[config.mk]
export PLATFORM = sky130hd
export DESIGN_NAME = kp_scan_ctrl_flat
export DESIGN_NICKNAME = d
export VERILOG_FILES = /design/src/rtl/kp_pkg.sv /design/src/rtl/kp_scan_ctrl_if.sv /design/src/rtl/kp_key_encode.sv /design/src/rtl/kp_scan_ctrl.sv /design/src/flat_wrapper.sv
export SDC_FILE = /design/constraint.sdc
export NUM_CORES = 1
export LEC_CHECK = 0
export CAP_MARGIN = 15
export CORE_MARGIN = 4
export CORE_UTILIZATION = 59
export CTS_BUF_LIST = sky130_fd_sc_hd__clkbuf_8
export DETAILED_ROUTE_END_ITERATION = 7
export PLACE_DENSITY = 0.89
export SLEW_MARGIN = 20
export SYNTH_ARGS = -nofsm -noshare
export SYNTH_HDL_FRONTEND = slang
export SYNTH_SLANG_ARGS = --single-unit
[constraint.sdc]
create_clock -name clk -period 3.2 [get_ports clk]
set_input_delay 0.8 -clock clk [delete_from_list [all_inputs] [get_ports clk]]
set_output_delay 0.8 -clock clk [all_outputs]
set_load 0.01 [all_outputs]
[src/rtl/kp_pkg.sv]
// Shared types, key codes and the keypad keymap for the keypad scan controller.
package kp_pkg;

  typedef enum logic [1:0] {
    StScan,
    StDebounce,
    StEmit,
    StRelease
  } kp_state_e;

  localparam logic [3:0] KP_CLEAR = 4'h0;
  localparam logic [3:0] KP_HASH  = 4'hF;

  // Digits n map to n+1 so that code 0 stays free for the clear ('*') key.
  function automatic logic [3:0] kp_keymap(input logic [1:0] r, input logic [1:0] c);
    logic [3:0] code;
    code = KP_CLEAR;
    case ({r, c})
      4'h0: code = 4'h2;      // '1'
      4'h1: code = 4'h3;      // '2'
      4'h2: code = 4'h4;      // '3'
      4'h3: code = 4'hB;      // 'A'
      4'h4: code = 4'h5;      // '4'
      4'h5: code = 4'h6;      // '5'
      4'h6: code = 4'h7;      // '6'
      4'h7: code = 4'hC;      // 'B'
      4'h8: code = 4'h8;      // '7'
      4'h9: code = 4'h9;      // '8'
      4'hA: code = 4'hA;      // '9'
      4'hB: code = 4'hD;      // 'C'
      4'hC: code = KP_CLEAR;  // '*'
      4'hD: code = 4'h1;      // '0'
      4'hE: code = KP_HASH;   // '#'
      4'hF: code = 4'hE;      // 'D'
      default: code = KP_CLEAR;
    endcase
    return code;
  endfunction

endpackage

[src/rtl/kp_scan_ctrl_if.sv]
// Keypad-side and shift-register-side signals of the keypad scan controller.
interface kp_scan_ctrl_if;
  logic [3:0] col;
  logic [3:0] row;
  logic       shift;
  logic [3:0] d;
  logic       key_held;

  modport master (input col, output row, output shift, output d, output key_held);
  modport slave  (output col, input row, input shift, input d, input key_held);
endinterface

[src/rtl/kp_key_encode.sv]
// Combinational key encoder: lowest low column of the driven row wins.
module kp_key_encode
  import kp_pkg::*;
(
  input  logic [1:0] row_idx_i,
  input  logic [3:0] col_i,
  output logic       hit_o,
  output logic [1:0] col_idx_o,
  output logic [3:0] code_o
);

  always_comb begin
    hit_o     = ~&col_i;
    col_idx_o = 2'd0;
    for (int i = 3; i >= 0; i--) begin
      if (!col_i[i]) col_idx_o = 2'(i);
    end
    code_o = kp_keymap(row_idx_i, col_idx_o);
  end

endmodule

[src/rtl/kp_scan_ctrl.sv]
// 4x4 keypad scanner: walks rows, debounces one press and emits one shift strobe per press.
module kp_scan_ctrl
  import kp_pkg::*;
#(
  parameter int unsigned SCAN_DIV = 1000,
  parameter int unsigned DEBOUNCE = 4
) (
  input  logic           clk,
  input  logic           rst_n,
  kp_scan_ctrl_if.master bus
);

  localparam int unsigned TimerW = (SCAN_DIV > 1) ? $clog2(SCAN_DIV) : 1;
  localparam int unsigned CntW   = (DEBOUNCE > 1) ? $clog2(DEBOUNCE) : 1;

  kp_state_e   state_q, state_d;
  logic [TimerW-1:0] timer_q, timer_d;
  logic [CntW-1:0]   cnt_q, cnt_d;
  logic [1:0]  row_idx_q, row_idx_d;
  logic [1:0]  cap_col_q, cap_col_d;
  logic [3:0]  d_q, d_d;
  logic        key_held_q, key_held_d;
  logic [3:0]  sync1_q, sync2_q;

  logic        hit;
  logic [1:0]  hit_col;
  logic [3:0]  hit_code;
  logic        sample;
  logic        cnt_last;

  kp_key_encode u_enc (
    .row_idx_i (row_idx_q),
    .col_i     (sync2_q),
    .hit_o     (hit),
    .col_idx_o (hit_col),
    .code_o    (hit_code)
  );

  assign sample   = (timer_q == TimerW'(SCAN_DIV - 1));
  // The count holds matches seen so far; this sample completes the run when it is the last one.
  assign cnt_last = ((32'(cnt_q) + 32'd1) == DEBOUNCE);

  always_comb begin
    state_d    = state_q;
    timer_d    = sample ? '0 : timer_q + TimerW'(1);
    cnt_d      = cnt_q;
    row_idx_d  = row_idx_q;
    cap_col_d  = cap_col_q;
    d_d        = d_q;
    key_held_d = key_held_q;
    unique case (state_q)
      StScan: begin
        if (sample) begin
          if (hit) begin
            cap_col_d = hit_col;
            if (DEBOUNCE == 1) begin
              state_d    = StEmit;
              d_d        = hit_code;
              key_held_d = 1'b1;
            end else begin
              state_d = StDebounce;
              cnt_d   = CntW'(1);
            end
          end else begin
            row_idx_d = row_idx_q + 2'd1;
          end
        end
      end
      StDebounce: begin
        if (sample) begin
          if (hit && (hit_col == cap_col_q)) begin
            if (cnt_last) begin
              state_d    = StEmit;
              d_d        = hit_code;
              key_held_d = 1'b1;
              cnt_d      = '0;
            end else begin
              cnt_d = cnt_q + CntW'(1);
            end
          end else begin
            state_d   = StScan;
            cnt_d     = '0;
            row_idx_d = row_idx_q + 2'd1;
          end
        end
      end
      StEmit: begin
        state_d = StRelease;
        cnt_d   = '0;
      end
      StRelease: begin
        if (sample) begin
          if (!hit) begin
            if (cnt_last) begin
              state_d    = StScan;
              key_held_d = 1'b0;
              cnt_d      = '0;
              row_idx_d  = row_idx_q + 2'd1;
            end else begin
              cnt_d = cnt_q + CntW'(1);
            end
          end else begin
            cnt_d = '0;
          end
        end
      end
    endcase
  end

  always_ff @(posedge clk) begin
    if (!rst_n) begin
      state_q    <= StScan;
      timer_q    <= '0;
      cnt_q      <= '0;
      row_idx_q  <= 2'd0;
      cap_col_q  <= 2'd0;
      d_q        <= KP_CLEAR;
      key_held_q <= 1'b0;
      sync1_q    <= 4'hF;
      sync2_q    <= 4'hF;
    end else begin
      state_q    <= state_d;
      timer_q    <= timer_d;
      cnt_q      <= cnt_d;
      row_idx_q  <= row_idx_d;
      cap_col_q  <= cap_col_d;
      d_q        <= d_d;
      key_held_q <= key_held_d;
      sync1_q    <= bus.col;
      sync2_q    <= sync1_q;
    end
  end

  assign bus.row      = ~(4'b0001 << row_idx_q);
  assign bus.shift    = (state_q == StEmit);
  assign bus.d        = d_q;
  assign bus.key_held = key_held_q;

endmodule
[src/flat_wrapper.sv]
// flat-port wrapper written by rule: the top's interface ports become plain ports
module kp_scan_ctrl_flat import kp_pkg::*;
#(
  parameter int unsigned SCAN_DIV = 1000,
  parameter int unsigned DEBOUNCE = 4
)
  (clk, rst_n, bus_col, bus_row, bus_shift, bus_d, bus_key_held);
  kp_scan_ctrl_if bus_i ();
  input  logic clk;
  input  logic rst_n;
  input wire logic [$bits(bus_i.col)-1:0] bus_col;
  output wire logic [$bits(bus_i.row)-1:0] bus_row;
  output wire logic [$bits(bus_i.shift)-1:0] bus_shift;
  output wire logic [$bits(bus_i.d)-1:0] bus_d;
  output wire logic [$bits(bus_i.key_held)-1:0] bus_key_held;
  assign bus_i.col = bus_col;
  assign bus_row = bus_i.row;
  assign bus_shift = bus_i.shift;
  assign bus_d = bus_i.d;
  assign bus_key_held = bus_i.key_held;
  kp_scan_ctrl #(.SCAN_DIV(SCAN_DIV), .DEBOUNCE(DEBOUNCE)) u_core (.clk(clk), .rst_n(rst_n), .bus(bus_i));
endmodule
After elaboration in Yosys (flattened, before gate mapping)
Memory sizes are Yosys's and may differ from the RTL's. A register that Yosys moved wholly into a read port is not among the register bits.
Index checks and enable logic that the tools add are counted.
Operators by class
  eq/ne operators: 17
  shift-type cells: 1
  bitwise gates (word level): 3
  add/sub/neg operators: 4
  reductions and logical operators: 14
  multiplexer cells: 34
Operators with widths (count)
  2-to-1 mux 2 bit: 24
  == test 32 x 3 -> 1 bit, second input constant: 1
  != test 2 x 1 -> 1 bit, second input constant: 8
  one-hot mux 2 bit (4 select lines): 2
  AND reduction 7 bit: 2
  AND reduction 4 bit: 3
  adder 10 x 1 -> 10 bit, second input constant: 1
  == test 10 bit, second input constant: 1
  AND reduction 8 bit: 1
  2-to-1 mux 1 bit: 6
  one-hot mux 2 bit (3 select lines): 1
  adder 2 x 1 -> 2 bit, second input constant: 2
  == test 2 bit, second input constant: 2
  != test 2 bit, second input constant: 2
  inverter 4 bit: 1
  << shifter 1 x 2 -> 4 bit, first input constant: 1
  adder 2 x 1 -> 3 bit, second input constant: 1
  != test 3 x 2 -> 1 bit, second input constant: 1
  AND reduction 3 bit: 1
  nonzero test 3 bit: 1
  == test 2 x 1 -> 1 bit, second input constant: 1
  == test 2 bit: 1
  zero test 1 bit: 2
  zero test 2 bit: 1
  other kinds (5): 6
Word-level totals
  memory bits (read-only): 64
  memories: 1
  logic and storage cells: 82
  input bits: 6
  register bits after elaboration: 27
  output and inout port bits: 10
Memories
  (name not given): depth 16, width 4, rd ports 1, clocked after memory_dff 1, write ports 0, RTL line kp_pkg.sv:18  | case ({r, c})

Logic depth before layout (Yosys ltp)
  word-level depth: 9
  gate-level depth with buffers: 9

Hierarchy
A second synthesis with hierarchy kept.
Unflattened totals
  cells, all modules: 179
  area total of the unflattened synthesis: 1659.1 um^2
By module, submodules not included
  kp_scan_ctrl: area an instance 1475.2 um^2, times used 1, cells each 154, seq. area each 620.6 um^2
  kp_key_encode: area an instance 183.9 um^2, times used 1, cells each 25, seq. area each 0.0 um^2

Worst setup path before layout
Ideal clock, no wire load.
  kind: register to register
  start point: reg u_core.sync2_q[2]
  end point: reg u_core.d_q[2], in the netlist u_core.bus.d[2]
  data arrival time: 1.683 ns
  path slack: 1.402 ns
  required time: 3.085 ns
  cell stages (with the launch flop): 9
  library setup time: 0.115 ns
  path through: dfxtp_1 nor2b_1 o21ai_0 inv_1 ha_1 mux2_2 o22ai_1 nor3_1 o21a_1
Between the ends
  word-level cells in the longest chain between the ends: 6
  elaborated cells on any way between the ends: 8
  those cells by class: eq/ne (1); mux (3); reduce/logical (4)
RTL lines
  from (decl): RTL line kp_scan_ctrl.sv:23  | logic [3:0] sync1_q, sync2_q;
  from (signal assigned): RTL line kp_scan_ctrl.sv:130  | sync2_q <= sync1_q;
  2-to-1 mux 2 bit * (3 in series): RTL line kp_key_encode.sv:16  | if (!col_i[i]) col_idx_o = 2'(i);
  named net u_core.hit_col[0]: RTL line kp_scan_ctrl.sv:26  | logic [1:0] hit_col;
  == test 2 bit: RTL line kp_scan_ctrl.sv:71  | if (hit && (hit_col == cap_col_q)) begin
  logical AND 1 bit: RTL line kp_scan_ctrl.sv:71
  AND reduction 4 bit (no line)
  to (decl): RTL line kp_scan_ctrl.sv:21  | logic [3:0] d_q, d_d;
The timed path passes the listed nets; every way through them passes the cells marked *.
A chain may end at the register's enable or synchronous reset.

Worst setup path after layout
  start point: reg u_core.row_idx_q[1]
  end point: out bus_row[1]
Between the ends
  word-level cells in the longest chain between the ends: 2
RTL lines
  from (decl): RTL line kp_scan_ctrl.sv:19  | logic [1:0] row_idx_q, row_idx_d;
  from (signal assigned): RTL line kp_scan_ctrl.sv:125  | row_idx_q <= row_idx_d;
  << shifter 1 x 2 -> 4 bit: RTL line kp_scan_ctrl.sv:134  | assign bus.row = ~(4'b0001 << row_idx_q);
  inverter 4 bit: RTL line kp_scan_ctrl.sv:134
  to (decl): RTL line flat_wrapper.sv:12  | output wire logic [$bits(bus_i.row)-1:0] bus_row;
No other way between the ends.

==> flow_summary.json <==
{
  "status": "completed",
  "critPathRequiredTime_ns": 2.40,
  "cts_resized": 0,
  "cpMaxStageDelayCell": "dfxtp_1",
  "fin_nets": 207,
  "coreArea_um2": 2480,
  "hp-start": "u_core.sync1_q[2]",
  "drive_gt1_share_pct": 9.33,
  "globalplace.congestion": 0.878,
  "p_seq_share_pct": 50.9,
  "final_common_cell": "dfxtp_1",
  "rr_worst_depth": 8,
  "start_util_pct": 62.1,
  "path_buf_inv": 3,
  "synth_ff_type": "dfxtp_1",
  "grt_overflow": 0,
  "final_util_pct": 73.7,
  "ant_nets": 0,
  "portBuffers": 15,
  "grtUsageTotal_pct": 20.3,
  "min_to": "u_core.sync2_q[2]",
  "p_leak_nw": 0.711,
  "ys_seq_area_share_pct": 40.3,
  "finalSetupViolCount": 0,
  "fin_skew_ns": 0.00481,
  "comb_power_share_pct": 5.7,
  "dieWidth_um": 59.1,
  "cts_htree_levels": 2,
  "synth_warnings": 0,
  "yosys.area.top_type": "dfxtp_1",
  "drtPass1Iterations": 4,
  "whs_ns": 0.405,
  "synth_edf_count": 0,
  "drt-wirelength-per-cell_um": 13.6,
  "row_count": 18,
  "async_flop_share_pct": 0,
  "avgSynthCellArea_um2": 8.95,
  "clock_path_buffers": 2,
  "stdcell_count": 223,
  "placed_cells": 215,
  "drt_iter0_markers": 38,
  "startpoint_type": "flip-flop",
  "synth_nets": 187,
  "syn-cell-area_um2": 1540,
  "synth_top_area_share_pct": 40.3,
  "hp-class": "reg -> reg",
  "ir_worst_vdd_uv": 483,
  "diodes": 0,
  "vias": 1277,
  "hold_depth": 1,
  "max_slew_margin_pct": 61.4,
  "sw_frac_of_total_pct": 22.2,
  "dpl.hpwl_um": 2230,
  "crit_type": "reg -> out",
  "cts_tree": "yes",
  "cts_root_buffer": "clkbuf_8",
  "antenna_found_initial": 0,
  "grt_pass1_wl_um": 5300,
  "fin_tns_setup_ns": 0,
  "postCtsHoldBufs": 0,
  "maxCapViolations": 0,
  "clk-insertion-delay-late_ns": 0.29,
  "cts_buffers": 5,
  "r2r-start": "u_core.sync2_q[2]",
  "timing.final.crit_period_ns": 2.54,
  "pin_count": 16,
  "grt_pass1_vias": 1270,
  "max_freq_mhz": 394,
  "routed_wl_um": 3030,
  "tightestPinTransition_ns": 0.578,
  "fin_area_um2": 1830,
  "r2r-end": "u_core.bus.d[2]",
  "finalPower_uw": 783,
  "clockPowerShare_pct": 43.4,
  "drv_slew": 0,
  "crit_chain": "inv_1 -> ha_1 -> inv_1 -> clkdlybuf4s50_1",
  "dpl-instance-area_um2": 1720,
  "cp_common_cell": "inv_1",
  "p_sw_uw": 174,
  "path_clk_slew_ns": 0.06,
  "die_y_um": 59.1,
  "synthCells": 172,
  "finalWorstSetupSlack_ns": 0.662,
  "ys_seq_elements": 31,
  "reg2reg_setup_slack_ns": 1.15,
  "post_cts_buffers": 0,
  "final_cell_mix": "31 x dfxtp_1, 21 x nor2_1, 15 x clkdlybuf4s50_1",
  "hold_viol_final": 0,
  "crit_fanout": 12,
  "power.internal_uw": 610,
  "synth_cell_type_count": 41,
  "yosys-top-cells-area": "dfxtp_1 40%, ha_1 7.3%, nor2_1 5.1%, nand2_1 3.4%, mux2i_1 3.3%",
  "syn2layout_area_growth_pct": 18.7,
  "arrival_ns": 1.74,
  "grt_max_degree": 13,
  "cts.sinks": 31,
  "die_area_um2": 3490,
  "drc": 0,
  "pwr_density_cell_nw_per_um2": 429,
  "via_per_inst": 5.73,
  "post-route-period-util_pct": 79.3,
  "crit_path_end_kind": "output port",
  "rsz0062_at_grt": "no",
  "cp_slowest_stage_delay_ns": 0.54,
  "dp_slack_ns": 0.967,
  "crit_family": "buffers and inverters"
}
==> cell families after synthesis <==
family                   Yosys count  share of synthesized area [%]
multiplexers                       6                           3.98
AND/OR/NAND/NOR                   70                           23.4
buffers and inverters             16                           3.90
flip-flops                        31                           40.3
XOR/XNOR                           8                           4.55
AO/OA/AOI/OAI                     32                           16.5
adder cells (fa/ha/maj)            9                           7.32
==> worst reg2reg max path, cell delays in order, from the launching register on <==
cell and delay (ns):
dfxtp_1 0.33, nor2b_1 0.17, o21ai_0 0.39, inv_1 0.17, ha_1 0.24, mux2_2 0.26, o22ai_1 0.16, nor3_1 0.06
o21a_1 0.17
==> sequential cells by signal, indices dropped and copies added (netlist names), named ones only <==
signal	count
u_core.bus.key_held	1
u_core.cap_col_q	2
u_core.sync1_q	4
u_core.row_idx_q	2
u_core.cnt_q	2
u_core.state_q	1
u_core.sync2_q	4
u_core.bus.d	4
u_core.timer_q	10
==> how the worst max path moves through the flow <==
stage	startpoint	cells past startpoint	slack, ns	endpoint
after floorplan	u_core.sync2_q[2]	8	1.40	u_core.bus.d[2]
after global placement	u_core.row_idx_q[1]	4	1.03	bus_row[1]
after detailed placement	u_core.row_idx_q[1]	4	0.97	bus_row[1]
after CTS	u_core.row_idx_q[1]	4	0.66	bus_row[1]
after global routing	u_core.row_idx_q[1]	4	0.54	bus_row[0]
final	u_core.row_idx_q[1]	4	0.66	bus_row[1]
==> power groups by stage <==
stage	combinational, mW	clock [mW]	sequential [mW]
2_1_floorplan	0.0300	0	0.406
3_3_place_gp	0.0428	0	0.407
3_5_place_dp	0.0445	0	0.407
4_1_cts	0.0450	0.345	0.399
5_1_grt	0.0514	0.361	0.400
6_report	0.0448	0.340	0.399
==> routing by layer <==
metal | wire [um] | up-vias | GRT usage [%]
met4 | 83 | 0 | 10.4
met5 | 0 | - | 0
met1 | 1340 | 596 | 23.7
li1 | - | 637 | -
met2 | 1400 | 33 | 32.3
met3 | 194 | 11 | 7.63
==> synthesized netlist by cell type (all sizes together), types with 4 or more instances <==
cell,count
nor2,21
xnor2,4
nor3,5
xor2,4
nand2b,8
a21oi,6
o21ai,5
nand4,5
mux2i,5
dfxtp,31
and3,4
nand2,14
inv,13
ha,9
==> layout make-up <==
cell class	instances	area, um^2
Clock buffer	7	96.3
Sequential cell	31	621
Inverter	13	48.8
Fill cell	195	651
Timing Repair Buffer	16	158
Clock inverter	1	7.51
Tap cell	30	37.5
Multi-Input combinational cell	125	858
Power figures use the tool's default switching activity.
